<file path="config.mk">
export PLATFORM = sky130hd
export DESIGN_NAME = vga_sync_generator
export DESIGN_NICKNAME = d
export VERILOG_FILES = /design/src/rtl/vga_sync_generator_pkg.sv /design/src/rtl/vga_axis_counter.sv /design/src/rtl/vga_sync_generator.sv
export SDC_FILE = /design/constraint.sdc
export NUM_CORES = 1
export LEC_CHECK = 0
export CORE_UTILIZATION = 40
export CTS_BUF_LIST = sky130_fd_sc_hd__clkbuf_4 sky130_fd_sc_hd__clkbuf_8 sky130_fd_sc_hd__clkbuf_16
export DETAILED_ROUTE_END_ITERATION = 10
export PLACE_DENSITY = 0.66
export SLEW_MARGIN = 25
export SYNTH_ARGS = -nofsm -noshare
export SYNTH_HDL_FRONTEND = slang
export SYNTH_SLANG_ARGS = --single-unit
</file>
<file path="constraint.sdc">
create_clock -name tick -period 2.3 [get_ports tick]
set_input_delay 0.23 -clock tick [delete_from_list [all_inputs] [get_ports tick]]
set_output_delay 0.23 -clock tick [all_outputs]
set_load 0.02 [all_outputs]
</file>
<file path="src/rtl/vga_sync_generator_pkg.sv">
// Shared 640x480@60 raster constants and colour definitions for the scan
// generator and every GUI component that decodes row/col.
package vga_sync_generator_pkg;

    localparam int CNT_W   = 10;
    localparam int CNT_MAX = 1 << CNT_W;

    localparam int VGA_H_VISIBLE = 640;
    localparam int VGA_H_FRONT   = 16;
    localparam int VGA_H_SYNC    = 96;
    localparam int VGA_H_BACK    = 48;
    localparam int VGA_V_VISIBLE = 480;
    localparam int VGA_V_FRONT   = 10;
    localparam int VGA_V_SYNC    = 2;
    localparam int VGA_V_BACK    = 33;

    localparam int VGA_H_TOTAL = VGA_H_VISIBLE + VGA_H_FRONT + VGA_H_SYNC + VGA_H_BACK;
    localparam int VGA_V_TOTAL = VGA_V_VISIBLE + VGA_V_FRONT + VGA_V_SYNC + VGA_V_BACK;

    localparam int COLOR_W = 3;
    typedef logic [COLOR_W-1:0] color_t;

    localparam color_t BLACK   = 3'b000;
    localparam color_t BLUE    = 3'b001;
    localparam color_t GREEN   = 3'b010;
    localparam color_t CYAN    = 3'b011;
    localparam color_t RED     = 3'b100;
    localparam color_t MAGENTA = 3'b101;
    localparam color_t YELLOW  = 3'b110;
    localparam color_t WHITE   = 3'b111;

endpackage

</file>
<file path="src/rtl/vga_axis_counter.sv">
// One raster axis: counts 0..TOTAL-1 on en and decodes the visible and sync
// regions of the current position.
module vga_axis_counter
    import vga_sync_generator_pkg::*;
#(
    parameter int VISIBLE = VGA_H_VISIBLE,
    parameter int FRONT   = VGA_H_FRONT,
    parameter int SYNC    = VGA_H_SYNC,
    parameter int BACK    = VGA_H_BACK
) (
    input  logic             tick,
    input  logic             reset,
    input  logic             en,
    output logic [CNT_W-1:0] cnt,
    output logic             wrap,
    output logic             visible,
    output logic             sync_active
);

    localparam int TOTAL      = VISIBLE + FRONT + SYNC + BACK;
    localparam int SYNC_START = VISIBLE + FRONT;
    localparam int SYNC_END   = VISIBLE + FRONT + SYNC;
    localparam logic [CNT_W-1:0] LAST = CNT_W'(TOTAL - 1);

    if (TOTAL > CNT_MAX) begin : g_total_too_large
        $error("vga_axis_counter: TOTAL %0d exceeds the 10-bit counter range", TOTAL);
    end

    // wrap flags the terminal count; the caller qualifies it with en.
    assign wrap        = (cnt == LAST);
    assign visible     = (int'(cnt) < VISIBLE);
    assign sync_active = (int'(cnt) >= SYNC_START) && (int'(cnt) < SYNC_END);

    always_ff @(posedge tick) begin
        if (reset) begin
            cnt <= '0;
        end else if (en) begin
            cnt <= wrap ? '0 : cnt + 1'b1;
        end
    end

endmodule

</file>
<file path="src/rtl/vga_sync_generator.sv">
// VGA raster timing generator: pixel divider, h/v counters, blanked colour and
// registered syncs, plus a once-per-frame tick at the start of vertical blanking.
module vga_sync_generator
    import vga_sync_generator_pkg::*;
#(
    parameter int H_VISIBLE = VGA_H_VISIBLE,
    parameter int H_FRONT   = VGA_H_FRONT,
    parameter int H_SYNC    = VGA_H_SYNC,
    parameter int H_BACK    = VGA_H_BACK,
    parameter int V_VISIBLE = VGA_V_VISIBLE,
    parameter int V_FRONT   = VGA_V_FRONT,
    parameter int V_SYNC    = VGA_V_SYNC,
    parameter int V_BACK    = VGA_V_BACK,
    parameter int SYNC_POL  = 0,
    parameter int CLK_DIV   = 2
) (
    input  logic               tick,
    input  logic               reset,
    input  logic [COLOR_W-1:0] rgb_in,
    output logic [CNT_W-1:0]   row,
    output logic [CNT_W-1:0]   col,
    output logic               visible,
    output logic               pixel_en,
    output logic [COLOR_W-1:0] vga_rgb,
    output logic               vga_hsync,
    output logic               vga_vsync,
    output logic               frame_tick
);

    localparam logic [4:0]       DIV_LAST    = 5'(CLK_DIV - 1);
    localparam logic             SYNC_ACTIVE = (SYNC_POL != 0);
    localparam logic [CNT_W-1:0] V_LAST_VIS  = CNT_W'(V_VISIBLE - 1);

    if (CLK_DIV < 1 || CLK_DIV > 16) begin : g_bad_clk_div
        $error("vga_sync_generator: CLK_DIV %0d outside 1..16", CLK_DIV);
    end

    logic [4:0] div_cnt;
    logic       h_wrap, h_visible, h_sync;
    logic       v_wrap_unused, v_visible, v_sync;

    // Gating with reset keeps CLK_DIV=1 from strobing during the reset tick.
    assign pixel_en = !reset && (div_cnt == DIV_LAST);

    always_ff @(posedge tick) begin
        if (reset) begin
            div_cnt <= '0;
        end else begin
            div_cnt <= (div_cnt == DIV_LAST) ? '0 : div_cnt + 1'b1;
        end
    end

    vga_axis_counter #(
        .VISIBLE(H_VISIBLE), .FRONT(H_FRONT), .SYNC(H_SYNC), .BACK(H_BACK)
    ) u_h_axis (
        .tick(tick), .reset(reset), .en(pixel_en),
        .cnt(col), .wrap(h_wrap), .visible(h_visible), .sync_active(h_sync)
    );

    vga_axis_counter #(
        .VISIBLE(V_VISIBLE), .FRONT(V_FRONT), .SYNC(V_SYNC), .BACK(V_BACK)
    ) u_v_axis (
        .tick(tick), .reset(reset), .en(pixel_en && h_wrap),
        .cnt(row), .wrap(v_wrap_unused), .visible(v_visible), .sync_active(v_sync)
    );

    assign visible = h_visible && v_visible;

    // Colour and syncs share one pixel of latency so they stay aligned at the DAC.
    always_ff @(posedge tick) begin
        if (reset) begin
            vga_rgb    <= BLACK;
            vga_hsync  <= ~SYNC_ACTIVE;
            vga_vsync  <= ~SYNC_ACTIVE;
            frame_tick <= 1'b0;
        end else begin
            frame_tick <= pixel_en && h_wrap && (row == V_LAST_VIS);
            if (pixel_en) begin
                vga_rgb   <= visible ? rgb_in : BLACK;
                vga_hsync <= h_sync ? SYNC_ACTIVE : ~SYNC_ACTIVE;
                vga_vsync <= v_sync ? SYNC_ACTIVE : ~SYNC_ACTIVE;
            end
        end
    end

endmodule

</file>
==> results of run 1 <==
per-layer routing:
layer / up-vias / track usage, % / routed length [µm]
li1: 714 / - / -
met2: 43 / 31.9 / 1750
met1: 685 / 23.3 / 1530
met4: 0 / 9.44 / 53
met5: - / 0 / 0
met3: 5 / 3.70 / 175
registers in the layout (all words and copies together), names as in the netlist:
register and flops:
frame_tick 1, div_cnt 5, vga_rgb 3, u_h_axis.cnt 10, vga_hsync 1, u_v_axis.cnt 10, vga_vsync 1
logic make-up (layout without fill, tap and decap cells):
group | after synthesis | after routing
AOI/OAI and AO/OA | 29 | 29
xor gates and xnor gates | 10 | 10
adders and majority gates | 6 | 6
buffers and inverters | 17 | 54
DFF | 31 | 31
muxes | 1 | 1
and+or+nand+nor | 83 | 83
cell type report:
type / instances / share of cell area (%)
multi-input cells: 129 / 42.6
repair buffers: 38 / 17.6
flip-flops and latches: 31 / 29.8
inverters: 8 / 1.44
clock inverters: 2 / 1.68
clock buffers: 6 / 3.96
well taps: 48 / 2.88
final timing paths:
check / to / slack (ns) / cells after the start
worst min-delay path: div_cnt[0]$_SDFF_PP0_ / 0.48 / 1
worst max-delay path: visible / 0.21 / 3
worst max register to register: u_v_axis.cnt[3]$_SDFFE_PP0P_ / 0.41 / 7
worst min register to register: div_cnt[0]$_SDFF_PP0_ / 0.48 / 1
synthesized netlist by cell type (2+ instances only):
library cell,instances
clkbuf_1,8
inv_1,8
and4_1,2
nor3_1,5
nor4b_1,2
a22o_1,4
o21ai_0,8
xor2_1,2
nor2_1,15
ha_1,6
or3_1,7
nand2_1,9
and2_1,3
a21oi_1,13
nor4_2,4
xnor2_1,8
nand2b_1,3
and4b_1,2
nand4_1,8
nand3_1,10
dfxtp_1,31
and3_1,4
worst reg2reg max path, stage by stage, from the launching register on:
cell     delay, ns
dfxtp_1       0.38
ha_1          0.18
nor4b_2       0.25
buf_4         0.19
nand4_2       0.13
buf_4         0.20
or3_1         0.35
a21oi_1       0.15
stage by stage:
step / cells / hold WS (ns)
finish: 262 / 0.481
global route: 262 / 0.519
CTS: 262 / 0.487
detailed placement: 254 / 0.472
global placement: 254 / 0.448
floorplan: 177 / 0.356
power breakdown:
group / internal, W / leakage (nW) / total [W] / switching (W)
sequential: 0.000554 / 0.251 / 0.000571 / 0.0000169
clock: 0.000350 / 0.0612 / 0.000552 / 0.000202
combinational: 0.0000637 / 0.416 / 0.000139 / 0.0000752
==> metrics.md, run 1 <==
| Metric | Value |
|---|---|
| Starting density of the core | `approximately 43%` |
| Post-synthesis adder-cell area fraction | `~4.8%` |
| DP Worst Slack | `about 0.38 ns` |
| DIE AREA | `4210 µm²` |
| Chip width | `64.9 µm` |
| CTS tree | `built` |
| Gr ovfl total | `0` |
| Post-synthesis mux area share | `less than 1%` |
| CP Capture Type | `output pin` |
| Ys async rst share | `0%` |
| Detail Route Antenna Nets | `0` |
| Clock H-tree levels | `2` |
| Req. time, crit path | `around 2.1 ns` |
| Slowest-stage cell, CP | `clkdlybuf4s50_1` |
| Max-Cap Viols | `0` |
| Worst-Margin Slew | `between 0.3 and 0.4 ns` |
| N_diodes | `0` |
| Fillers | `~350` |
| Area growth syn-to-layout | `31.9%` |
| Post-CTS setup buffer count | `0` |
| Worst setup SP type | `register` |
| Clock tree sinks | `31` |
| Synth Warn # | `0` |
| Leakage | `between 0.7 and 0.8 nW` |
| Gp weighted congestion | `around 0.80` |
| Status | `complete, no violations` |
| Setup ws final | `just over 0.2 ns` |
| Share of post-route cells with drive strength above 1 | `roughly 11%` |
| Clock Latency Late Sink | `between 0.2 and 0.3 ns` |
| Nets@finish | `~220` |
| Synth Area in XOR/XNOR | `under 10%` |
| CP arrival | `1.86 ns` |
| Clk root buf | `clkbuf_8` |
| Reg2reg start | `div_cnt[0]$_SDFF_PP0_` |
| Relative slew slack | `about three quarters` |
| Power, Total | `about 0.0013 W` |
| Yosys top cell area share | `39.3%` |
| Most frequent cells in the layout | `dfxtp_1, clkdlybuf4s50_1, nor2_1` |
| CP peak stage delay | `roughly 0.67 ns` |
| DR vias/cell | `between 5 and 6` |
| Syn Nets | `between 150 and 200` |
| Final instance area | `approximately 2100 µm²` |
| Initial DRT Pass Iterations | `4` |
| Total number of vias | `1447` |
| Post-synth EDFFs | `0` |
| HP Class | `reg2reg` |
| Final Cycle Share | `91.0%` |
| DP Wirelength | `around 2700 µm` |
| Post-place instance area | `roughly 2000 µm²` |
| Peak Freq | `478 MHz` |
| Family with the most delay on the worst path | `buffers and inverters` |
| Seq. cell area | `between 600 and 700 µm²` |
| Buffers on Ports | `32` |
| Final Hold Fails | `0` |
| Area of the multi-input gates | `~890 µm²` |
| Post-Syn Area | `approximately 1600 µm²` |
| Power per cell area | `between 600 and 700 nW/µm²` |
| Max VDD drop | `0.406 mV` |
| Clock-pin slew on the worst setup and hold paths | `about 0.070 ns` |
| Worst Path Buf+Inv | `1` |
| Final Util | `between 50% and 60%` |
| Leading post-synthesis cells by cell area | `dfxtp_1, ha_1, xnor2_1` |
| Synth Area in Simple Gates | `34.2%` |
| Crit. Startpoint | `u_v_axis.cnt[7]$_SDFFE_PP0P_` |
| Final Setup Violations | `0` |
| DRT iter0 DRCs | `around 60` |
| Post-layout min period | `approximately 2.1 ns` |
| RSZ-0062 raised after global routing | `no` |
| # IOs | `33` |
| Crit path cell chain | `and4_1 > nor3_1 > clkdlybuf4s50_1` |
| Number of CTS-inserted buffers | `5` |
| Hold_sp | `div_cnt[0]$_SDFF_PP0_` |
| Cell taking the most area after synthesis | `dfxtp_1` |
| Vias in the first global route | `1395` |
| Yosys reg bits | `31` |
| Cts repair resizes | `0` |
| Main combinational cell family by area after synthesis | `simple AND/OR/NAND/NOR gates` |
| Drt total wl | `3510 µm` |
| Critical Path Fanout Max | `7` |
| DRC | `0` |
| CTS max path bufs | `2` |
| Initial antenna violation count | `0` |
| Sequential-to-total area share from yosys stat | `approximately two fifths` |
| Largest net degree at the start of global routing | `13` |
| Core area | `roughly 3700 µm²` |
| Library cells used by synthesis | `37` |
| Row Count | `22` |
| Final Max Tran Viols | `0` |
| Wirelength per Cell | `approximately 13 µm` |
| All-Layer GR Usage | `19.1%` |
| Setup_tns | `0 ns` |
| Hold_buf cts | `0` |
| Area fraction in compound gates after synthesis | `between 10% and 20%` |
| First-pass GRT wire length | `6200 µm` |
| Mapped Cells | `about 180` |
| Avg Inst Size Synth | `between 8 and 9 µm²` |
| Top FF cell, synth | `dfxtp_1` |
| Die Y | `roughly 65 µm` |
| Setup Skew | `about 0.007 ns` |
| Crit path kind | `reg2out` |
(Power assumes the default switching activity.)
==> run 2: changes to the inputs <==
--- a/config.mk
+++ b/config.mk
@@ -5,11 +5,12 @@
 export SDC_FILE = /design/constraint.sdc
 export NUM_CORES = 1
 export LEC_CHECK = 0
+export CORE_MARGIN = 5
 export CORE_UTILIZATION = 40
 export CTS_BUF_LIST = sky130_fd_sc_hd__clkbuf_4 sky130_fd_sc_hd__clkbuf_8 sky130_fd_sc_hd__clkbuf_16
 export DETAILED_ROUTE_END_ITERATION = 10
 export PLACE_DENSITY = 0.66
-export SLEW_MARGIN = 25
+export SLEW_MARGIN = 20
 export SYNTH_ARGS = -nofsm -noshare
 export SYNTH_HDL_FRONTEND = slang
 export SYNTH_SLANG_ARGS = --single-unit
==> run 2 against run 1 <==
Effect of this change:
- register-to-register slack worse by 0.12 ns
- combinational power barely moved
- sequential cell count unchanged
- routed wire length up 3.7%
==> metrics.md, run 2 (synthesis gave the netlist of run 1 again) <==
| Metric | Value |
|---|---|
| CP Capture Type | `output pin` |
| Final Hold Fails | `0` |
| Peak Freq | `483 MHz` |
| Clk root buf | `clkbuf_8` |
| Largest net degree at the start of global routing | `20` |
| Area of the multi-input gates | `about 900 µm²` |
| DRC | `0` |
| Top Registers | `u_h_axis.cnt (10), u_v_axis.cnt (10), div_cnt (5)` |
| # IOs | `33` |
| Final instance area | `just over 2000 µm²` |
| Req. time, crit path | `between 2 and 2.5 ns` |
| Share of post-route cells with drive strength above 1 | `10.4%` |
| Clock Latency Late Sink | `0.27 ns` |
| Starting density of the core | `42.2%` |
| Seq. cell area | `slightly above 600 µm²` |
| Final Cycle Share | `90.0%` |
| Clock tree sinks | `31` |
| Final Setup Violations | `0` |
| Nets@finish | `about 220` |
| DIE AREA | `around 5300 µm²` |
| Max VDD drop | `between 0.4 and 0.5 mV` |
| Worst-Margin Slew | `~0.42 ns` |
| Status | `complete, no violations` |
| Relative slew slack | `a little under three quarters` |
| N_diodes | `0` |
| Crit path kind | `reg2out` |
| Final Max Tran Viols | `0` |
| Fillers | `368` |
| RSZ-0062 raised after global routing | `no` |
| HP Class | `reg2reg` |
| Power, Total | `0.00119 W` |
| Most frequent cells in the layout | `dfxtp_1, clkdlybuf4s50_1, nor2_1` |
| Die Y | `between 70 and 80 µm` |
| CTS max path bufs | `2` |
| Post-layout min period | `around 2.1 ns` |
| Detail Route Antenna Nets | `0` |
| Wirelength per Cell | `14.0 µm` |
| Power per cell area | `slightly below 600 nW/µm²` |
| Chip width | `72.9 µm` |
| CP arrival | `~1.8 ns` |
| Worst setup SP type | `register` |
| Number of CTS-inserted buffers | `5` |
| Leakage | `0.713 nW` |
| Max-Cap Viols | `0` |
| Drt total wl | `~3600 µm` |
| Final Util | `between 50% and 60%` |
| Initial DRT Pass Iterations | `4` |
| Clock-pin slew on the worst setup and hold paths | `~0.060 ns` |
| Initial antenna violation count | `0` |
| Critical Path Fanout Max | `7` |
| Clock H-tree levels | `2` |
| Core area | `3740 µm²` |
| Vias in the first global route | `about 1400` |
| Setup Skew | `about 0.0043 ns` |
| DR vias/cell | `5.42` |
| Gp weighted congestion | `a little under 0.8` |
| Buffers on Ports | `32` |
| Post-CTS setup buffer count | `0` |
| All-Layer GR Usage | `between 15 and 20%` |
| First-pass GRT wire length | `between 6000 and 7000 µm` |
| Post-place instance area | `between 1500 and 2000 µm²` |
| Gr ovfl total | `0` |
| Total number of vias | `1410` |
| Area growth syn-to-layout | `30.1%` |
| Setup_tns | `0 ns` |
| CTS tree | `built` |
| DP Wirelength | `roughly 2800 µm` |
| DRT iter0 DRCs | `55` |
| Row Count | `22` |
run 2: cell types whose count changed in the layout (fill, tap and decap cells not counted), sizes merged:
cell,previous run,this run
clkbuf,6,8
clkinv,1,0
bufinv,1,0
buf,6,4
run 2: worst max-delay path, cell delays in order (launching register included):
cell	delay [ns]
dfxtp_1	0.36
and4_1	0.24
nor3_1	0.29
clkdlybuf4s50_1	0.67
run 2: timing repair:
item | CTS | global route
endpoints found under the setup margin | 0 | 1
resized for setup | 0 | 1
hold buffers | 0 | 0
run 2: per-stage QoR:
step / hold slack, ns / std cells / setup slack, ns
after floorplan: 0.356 / 177 / 0.557
after global placement: 0.450 / 252 / 0.341
after detailed placement: 0.472 / 252 / 0.265
after CTS: 0.487 / 260 / 0.0724
after global routing: 0.505 / 260 / 0.105
final: 0.480 / 260 / 0.229
run 2: final timing paths:
check             depth (start not counted)                    startpoint  slack (ns)                      endpoint
setup / recovery                          3  u_v_axis.cnt[7]$_SDFFE_PP0P_        0.23                       visible
hold reg to reg                           1        vga_vsync$_SDFFE_PP1P_        0.48        vga_vsync$_SDFFE_PP1P_
hold / removal                            1        vga_vsync$_SDFFE_PP1P_        0.48        vga_vsync$_SDFFE_PP1P_
setup reg to reg                          6         div_cnt[0]$_SDFF_PP0_        0.29  u_v_axis.cnt[5]$_SDFFE_PP0P_
run 2: final cells by class:
class                   instances  share of cell area (%)
clock buffers                   8                    5.05
inverters                       8                    1.46
multi-input cells             129                    43.2
flip-flops and latches         31                    30.2
well taps                      48                    2.92
repair buffers                 36                    17.2
run 2: power breakdown:
| part | total (W) | internal, W | switching [W] |
|---|---|---|---|
| logic | 0.000140 | 0.0000643 | 0.0000758 |
| clock network | 0.000476 | 0.000285 | 0.000191 |
| registers | 0.000572 | 0.000554 | 0.0000174 |
run 2: layer usage:
| metal | global-route usage (%) | part of all wire [%] | vias up |
|---|---|---|---|
| met1 | 18.8 | 45 | 664 |
| met4 | 5.53 | 0.99 | 0 |
| li1 | - | - | 706 |
| met5 | 0 | 0 | - |
| met3 | 3.86 | 4.0 | 5 |
| met2 | 24.7 | 49 | 35 |
